`src/rtl/mem_responder.sv`:
```
// Memory-side responder: wait states, RAM, LED and switch I/O.
// Define MEM_RESP_IO_EN to decode the LED register and switch port.
module mem_responder #(
  parameter int ADDR_W      = 9,
  parameter int DATA_W      = 16,
  parameter int RAM_AW      = 8,
  parameter int WAIT_CYCLES = 1
) (
  input  logic              clk,
  input  logic              rst,
  input  logic [1:0]        mem_cmd,
  input  logic [ADDR_W-1:0] mem_addr,
  input  logic [DATA_W-1:0] write_data,
  input  logic [9:0]        sw,
  output logic [DATA_W-1:0] read_data,
  output logic              mem_ready,
  output logic              mem_err,
  output logic [7:0]        leds,
  output logic              busy
);

  localparam logic [1:0] MNONE  = 2'b00;
  localparam logic [1:0] MREAD  = 2'b01;
  localparam logic [1:0] MWRITE = 2'b10;
  localparam logic [1:0] MILL   = 2'b11;

  localparam logic [3:0] CNT_LOAD = 4'(WAIT_CYCLES - 1);
  localparam bit         NO_WAIT  = (WAIT_CYCLES == 0);

  typedef enum logic [1:0] {
    S_IDLE,
    S_WAIT,
    S_RESP
  } state_t;

  state_t            state_q;
  logic [3:0]        cnt_q;
  logic [1:0]        cmd_q;
  logic [ADDR_W-1:0] addr_q;
  logic [DATA_W-1:0] data_q;
  logic [DATA_W-1:0] rdata_q;
  logic              ready_q;
  logic              err_q;

  logic [DATA_W-1:0] ram_q [2**RAM_AW];

  logic              accept;
  logic              go_resp;
  logic [1:0]        cmd_e;
  logic [ADDR_W-1:0] addr_e;
  logic [DATA_W-1:0] data_e;
  logic [RAM_AW-1:0] ram_idx;
  logic              is_rd;
  logic              is_wr;
  logic              is_ram;
  logic              ram_we;
  logic              led_we;
  logic [DATA_W-1:0] rdata_d;
  logic              err_d;

`ifdef MEM_RESP_IO_EN
  localparam logic [ADDR_W-1:0] LED_ADDR = ADDR_W'(9'h100);
  localparam logic [ADDR_W-1:0] SW_ADDR  = ADDR_W'(9'h140);

  logic [7:0] leds_q;
  logic       is_led;
  logic       is_sw;

  assign is_led = (addr_e == LED_ADDR);
  assign is_sw  = (addr_e == SW_ADDR);
  assign leds   = leds_q;
`else
  logic unused_sw;

  assign unused_sw = ^sw;
  assign leds      = 8'h00;
`endif

  // Direct IDLE->RESP (no wait states) must use the live bus.
  assign accept  = (state_q == S_IDLE) && (mem_cmd != MNONE);
  assign go_resp = (accept && NO_WAIT) ||
                   ((state_q == S_WAIT) && (cnt_q == 4'd0));
  assign cmd_e   = (state_q == S_IDLE) ? mem_cmd : cmd_q;
  assign addr_e  = (state_q == S_IDLE) ? mem_addr : addr_q;
  assign data_e  = (state_q == S_IDLE) ? write_data : data_q;
  assign ram_idx = addr_e[RAM_AW-1:0];
  assign is_rd   = (cmd_e == MREAD);
  assign is_wr   = (cmd_e == MWRITE);
  assign is_ram  = ~addr_e[ADDR_W-1];
  assign ram_we  = go_resp && is_wr && is_ram && !rst;

  always_comb begin
    rdata_d = '0;
    err_d   = 1'b0;
    led_we  = 1'b0;
    unique case (1'b1)
      is_ram: begin
        if (is_rd) rdata_d = ram_q[ram_idx];
      end
`ifdef MEM_RESP_IO_EN
      is_led: begin
        if (is_wr) led_we = 1'b1;
        if (is_rd) rdata_d = DATA_W'(leds_q);
      end
      is_sw: begin
        if (is_wr) err_d = 1'b1;
        if (is_rd) rdata_d = DATA_W'(sw);
      end
`endif
      default: err_d = 1'b1;
    endcase
    if (cmd_e == MILL) begin
      rdata_d = '0;
      err_d   = 1'b1;
      led_we  = 1'b0;
    end
  end

  always_ff @(posedge clk) begin
    if (ram_we) ram_q[ram_idx] <= data_e;
  end

  always_ff @(posedge clk) begin
    if (rst) begin
      state_q <= S_IDLE;
      cnt_q   <= 4'd0;
      cmd_q   <= MNONE;
      addr_q  <= '0;
      data_q  <= '0;
      rdata_q <= '0;
      ready_q <= 1'b0;
      err_q   <= 1'b0;
`ifdef MEM_RESP_IO_EN
      leds_q  <= 8'h00;
`endif
    end else begin
      ready_q <= go_resp;
      err_q   <= go_resp && err_d;
      rdata_q <= go_resp ? rdata_d : '0;
`ifdef MEM_RESP_IO_EN
      if (go_resp && led_we) leds_q <= data_e[7:0];
`endif
      unique case (state_q)
        S_IDLE: begin
          if (accept) begin
            cmd_q   <= mem_cmd;
            addr_q  <= mem_addr;
            data_q  <= write_data;
            cnt_q   <= CNT_LOAD;
            state_q <= NO_WAIT ? S_RESP : S_WAIT;
          end
        end
        S_WAIT: begin
          if (cnt_q == 4'd0) state_q <= S_RESP;
          else               cnt_q   <= cnt_q - 4'd1;
        end
        S_RESP:  state_q <= S_IDLE;
        default: state_q <= S_IDLE;
      endcase
    end
  end

  assign read_data = rdata_q;
  assign mem_ready = ready_q;
  assign mem_err   = err_q;
  assign busy      = (state_q != S_IDLE);

endmodule

```
`config.mk`:
```
export PLATFORM = sky130hd
export DESIGN_NAME = mem_responder
export DESIGN_NICKNAME = d
export VERILOG_FILES = /design/src/rtl/mem_responder.sv
export SDC_FILE = /design/constraint.sdc
export NUM_CORES = 2
export LEC_CHECK = 0
export BUFFER_PORTS_ARGS = -buffer_cell sky130_fd_sc_hd__buf_2
export CORE_AREA = 8 8 722 368
export CTS_CLUSTER_SIZE = 40
export DETAILED_ROUTE_END_ITERATION = 12
export DIE_AREA = 0 0 730 376
export GPL_TIMING_DRIVEN = 1
export PLACE_DENSITY = 0.72
export SKIP_CTS_REPAIR_TIMING = 1
export SLEW_MARGIN = 20
export SYNTH_ARGS = -nofsm -noshare
export SYNTH_HDL_FRONTEND = slang
export SYNTH_SLANG_ARGS = --single-unit
```
`constraint.sdc`:
```
create_clock -name clk -period 6.3 [get_ports clk]
set_input_delay 0.315 -clock clk [delete_from_list [all_inputs] [get_ports clk]]
set_output_delay 0.315 -clock clk [all_outputs]
set_load 0.005 [all_outputs]
```
* Yosys cells after proc, flatten, opt, wreduce, memory -nomap -nowiden
Memories as Yosys holds them, arrays and structs flattened. A register that Yosys moved wholly into a read port is not among the register bits. Cells that the tools add are included.
Storage, ports and cells: bits in registers 35, bits in writable memories 4096, bits of input ports 39, output and inout port bits 27, logic and storage cells 48, memories kept 1
Operators by class: $add $sub $neg 1, eq/ne operators 7, muxes and demuxes 13, bitwise logic cells 3, reductions and logical operators 16
Memories:
- ram_q | words 256, bits a word 16, read ports 1, clocked after memory_dff 1, write ports 1, line 45 | logic [DATA_W-1:0] ram_q [2**RAM_AW];
Operators with widths (count):
- $mux W16 | 1
- $mux W9 | 1
- $mux W4 | 2
- $pmux W4 S2 | 1
- $logic_and A1 B1 Y1 | 6
- $mux W2 | 3
- $reduce_bool A2 Y1 | 3
- $reduce_or A5 Y1 | 1
- $eq A2 B1 Y1 const B | 2
- $eq A2 B2 Y1 const B | 2
- $logic_not A4 Y1 | 1
- $mux W1 | 4
- $ne A2 B2 Y1 const B | 2
- $pmux W2 S2 | 1
- $reduce_and A2 Y1 | 2
- $sub A4 B1 Y4 const B | 1
- $not A1 Y1 | 3
- $reduce_and A3 Y1 | 1
- $logic_not A2 Y1 | 1
- $ne A2 B1 Y1 const B | 1
- $logic_not A1 Y1 | 1

* Logic depth before layout (Yosys ltp)
depth after elaboration 8, depth in mapped cells 12

* Worst setup path before layout
OpenSTA, ideal clock, no wires.
path kind reg2reg, from register state_q[0], to memory ram_q[0][10] (data pin), arrival time 4.916 ns, data required time 5.477 ns, slack 0.561 ns, stages on the path, launching flop included 10, cells stage by stage dfxtp_1 -> clkbuf_2 -> nor2_4 -> buf_6 -> buf_2 -> clkbuf_1 -> clkbuf_1 -> clkbuf_1 -> nand2_1 -> nand2_1
On the way: word-level cells in the longest chain between the ends 2
Ends and longest elaborated chain:
- from (decl) | line 36 | state_t state_q;
- from (signal assigned) | line 150 | state_q <= NO_WAIT ? S_RESP : S_WAIT;
- $logic_not A2 Y1 | line 85 | assign data_e = (state_q == S_IDLE) ? write_data : data_q;
- $mux W16 | line 85
- via data_e[10] | line 51 | logic [DATA_W-1:0] data_e;
- to (decl) | line 45
The timed path passes the listed nets, and every way through them passes these cells.

* Worst setup path in the final report
from register state_q[0], to register rdata_q[2] (netlist: read_data[2]) (read register of ram_q)
On the way: word-level cells in the longest chain between the ends 5, elaborated cells on any way between the ends 10, classes of those cells 3 x eq/ne; 2 x mux; 2 x bitwise; 3 x reduce/logical
Ends and longest elaborated chain:
- $logic_not A2 Y1 | line 83, 84
- $mux W2 | line 83 | assign cmd_e = (state_q == S_IDLE) ? mem_cmd : cmd_q;
- $eq A2 B1 Y1 | line 87 | assign is_rd = (cmd_e == MREAD);
- $not A1 Y1 (no source line)
- $reduce_or A5 Y1 (no source line)
- to (decl) | line 41 | logic [DATA_W-1:0] rdata_q;
Parallel ways exist; a longest one is shown, timed or not. A chain may end at the register's enable or synchronous reset.

==> qor.csv <==
metric,value,unit
hold path cells,4,
top cell type's share of synthesized area,80.7,%
"most common cell after layout, fill and taps aside",edfxtp_1,
CP Data Required Time,7.10,ns
VDD IR max,518,uV
Worst setup EP type,register,
FF-to-FF Start,state_q[0],
Final Cell Area,171000,sq um
post-DR wirelength/cell,34.5,um
row count,132,
"EDFF count, synth",4096,
Crit path largest cell delay,1.07,ns
crit-path cells,nor2_4 -> buf_4 -> o31a_4 -> buf_4 -> a21oi_1 -> o41ai_1 -> a41oi_1 -> o41a_1,
#FFs+latches synth,4147,
Min-Delay Endpoint,data_q[1],
CP most frequent cell,buf_4,
Final Cycle Share,85.0,%
P_leak,52.5,nW
Total Wirelength,441000,um
Initial Util,59.5,%
slowest CP cell,o41ai_1,
most frequent cells in the layout,"edfxtp_1 (4096), a22oi_1 (2048), a21oi_1 (1054)",
Switch Pwr,0.0228,W
Mapped Avg Cell Area,17.5,sq um
layout cell share with drive strength beyond 1,12.6,%
fin crit period,5.36,ns
clock root cell,clkbuf_16,
CP max FO,39,
Synth Cell Area,152000,sq um
die span in y,376,um
"Reg clk slew, reported paths",0.07,ns
Synth Instances,8725,
CTS tree,yes,
CP startpoint kind,register,
pwr dens,419,nW/um^2
Max clock buf depth,4,
"Core Util, Final",66.9,%
first-pass GRT wire length,616000,um
Sw Share,31.8,%
Max-Cap Viols,0,
GRT Overall Usage,31.0,%
RSZ-0062 raised after global routing,no,
Fin Setup TNS,0,ns
combinational power share,23.7,%
Initial DRC Count,17900,
core area,256000,sq um
Post-DP HPWL,259000,um
Syn-to-layout area delta,12.4,%
Clock Power Share,29.5,%
initial antenna violation count,27,
Slew @ Worst Pin,1.40,ns
DIE WIDTH,730,um
H-tree levels,5,
max-slew violation count,0,
Seq pwr share,46.8,%
Nets,9126,
via count,91400,
Int Pwr,0.0490,W
# clock sinks,4147,
vias in the first global route,84900,
Synth cell types,41,
CTS Buf Count,339,
final-report setup violation count,0,
crit path launch,state_q[0],
Overall Power,0.0718,W
Synth area leader,edfxtp_1,
Die Area,274000,sq um
Crit path max-delay family,compound AO/OA/AOI/OAI gates,
metal2 WL,180000,um
sequential area share after synthesis,81.3,%
Buf/Inv on CP,2,
wire length on met3,83200,um
routability cong.,0.899,
mean number of vias per cell,7.15,
arrival time worst endpoint,6.15,ns
post-route clock skew,0.0496,ns
largest cells by area after synthesis,"edfxtp_1 (81%), a22oi_1 (10%), a21oi_1 (3.5%)",
Crit Path Category,reg -> reg,
HP Class,in -> reg,
Area after DPL,160000,sq um
hold slack,0.272,ns
largest net degree at the start of global routing,177,
asr flop ratio synth,0,%
Port-buffer cells,47,
GRT overflow,0,
worst r2r dst,read_data[2],
I/O pins,66,
Synth Flop Type,edfxtp_1,
achievable frequency,187,MHz
reg2reg setup slack,0.94,ns
DRT met1 WL,166000,um
R2R depth,8,
DRC errors left,0,
Detail Route Antenna Nets,0,
Slew headroom,5.63,%
drt pass-1 iters,6,
Final Hold Viols,0,
synth warn,0,
status,"finished, final reports clean",
max layer used,met5,
Clock Latency Late Sink,0.91,ns
hold_sp,write_data[1],
logic make-up after synthesis:
kind of cell	share of synthesized area (%)
and+or+nand+nor	1.17
muxes	0.00656
AOI/OAI and AO/OA	15.6
xor gates and xnor gates	0.0115
adders and majority gates	0.0164
DFF	81.3
other	0.00246
buffers and inverters	1.84
power groups by stage:
stage / registers (W) / clock network [W] / logic [W]
after floorplan: 0.0352 / 0 / 0.00867
after global placement: 0.0342 / 0 / 0.0157
after detailed placement: 0.0342 / 0 / 0.0162
after CTS: 0.0336 / 0.0213 / 0.0163
after global routing: 0.0336 / 0.0222 / 0.0176
final: 0.0336 / 0.0212 / 0.0170
worst max-delay path by stage:
| stage | to | depth (start not counted) | slack, ns |
|---|---|---|---|
| finish | read_data[2] | 8 | 0.94 |
| global route | read_data[8] | 8 | 1.03 |
| CTS | read_data[12] | 12 | 1.06 |
| detailed placement | read_data[15] | 12 | 1.10 |
| global placement | read_data[15] | 12 | 1.22 |
| floorplan | ram_q[0][10] | 9 | 0.56 |
stage by stage:
step | cells | setup WS (ns)
2_1_floorplan | 8732 | 0.561
3_3_place_gp | 12100 | 1.22
3_5_place_dp | 12100 | 1.10
4_1_cts | 12700 | 1.06
5_1_grt | 12800 | 1.03
6_report | 12800 | 0.944
routing by layer:
metal / vias to the layer above / global-route usage, %
met4: 20 / 7.75
met1: 45700 / 46.3
met5: - / 0
li1: 37100 / -
met3: 801 / 14.9
met2: 7784 / 40.9
sequential cells by signal, summed over array words and instances, names as in the netlist, 2 cells and up:
register / flops
cnt_q: 4
data_q: 16
read_data: 16
cmd_q: 2
state_q: 2
addr_q: 9
ram_q: 4096
worst min-delay path, delay by kind of cell:
family	cells	cell delay (ns)
buffers and inverters	2	0.69
AOI/OAI and AO/OA	1	0.06
and+or+nand+nor	1	0.06
area by class of cell:
| type | count | area [sq um] |
|---|---|---|
| sequential | 4147 | 124000 |
| fill | 16100 | 84700 |
| multi-input combinational | 3925 | 26500 |
| clock buffer | 419 | 9100 |
| timing repair buffer | 666 | 5760 |
| tap | 3417 | 4280 |
| clock inverter | 188 | 1730 |
| antenna | 18 | 45.0 |
| inverter | 6 | 22.5 |
synthesized netlist by cell type (2+ instances only):
cell / n
nand2_1: 138
buf_1: 71
o21ai_1: 5
nor3_1: 9
and2b_1: 4
o41a_1: 16
nand3_1: 7
inv_1: 5
a21oi_1: 1055
nand3b_1: 8
xnor2_1: 2
o31ai_1: 3
nor3b_1: 2
o21a_1: 6
nor2_1: 264
o21ai_2: 3
clkbuf_1: 365
buf_4: 18
a41oi_1: 64
or4b_1: 2
ha_1: 2
nand2b_1: 7
o41ai_1: 256
buf_2: 198
a22oi_1: 2048
edfxtp_1: 4096
dfxtp_1: 51
o211ai_1: 2
o21ai_0: 6
No activity file was read; power rests on OpenSTA's default activity.
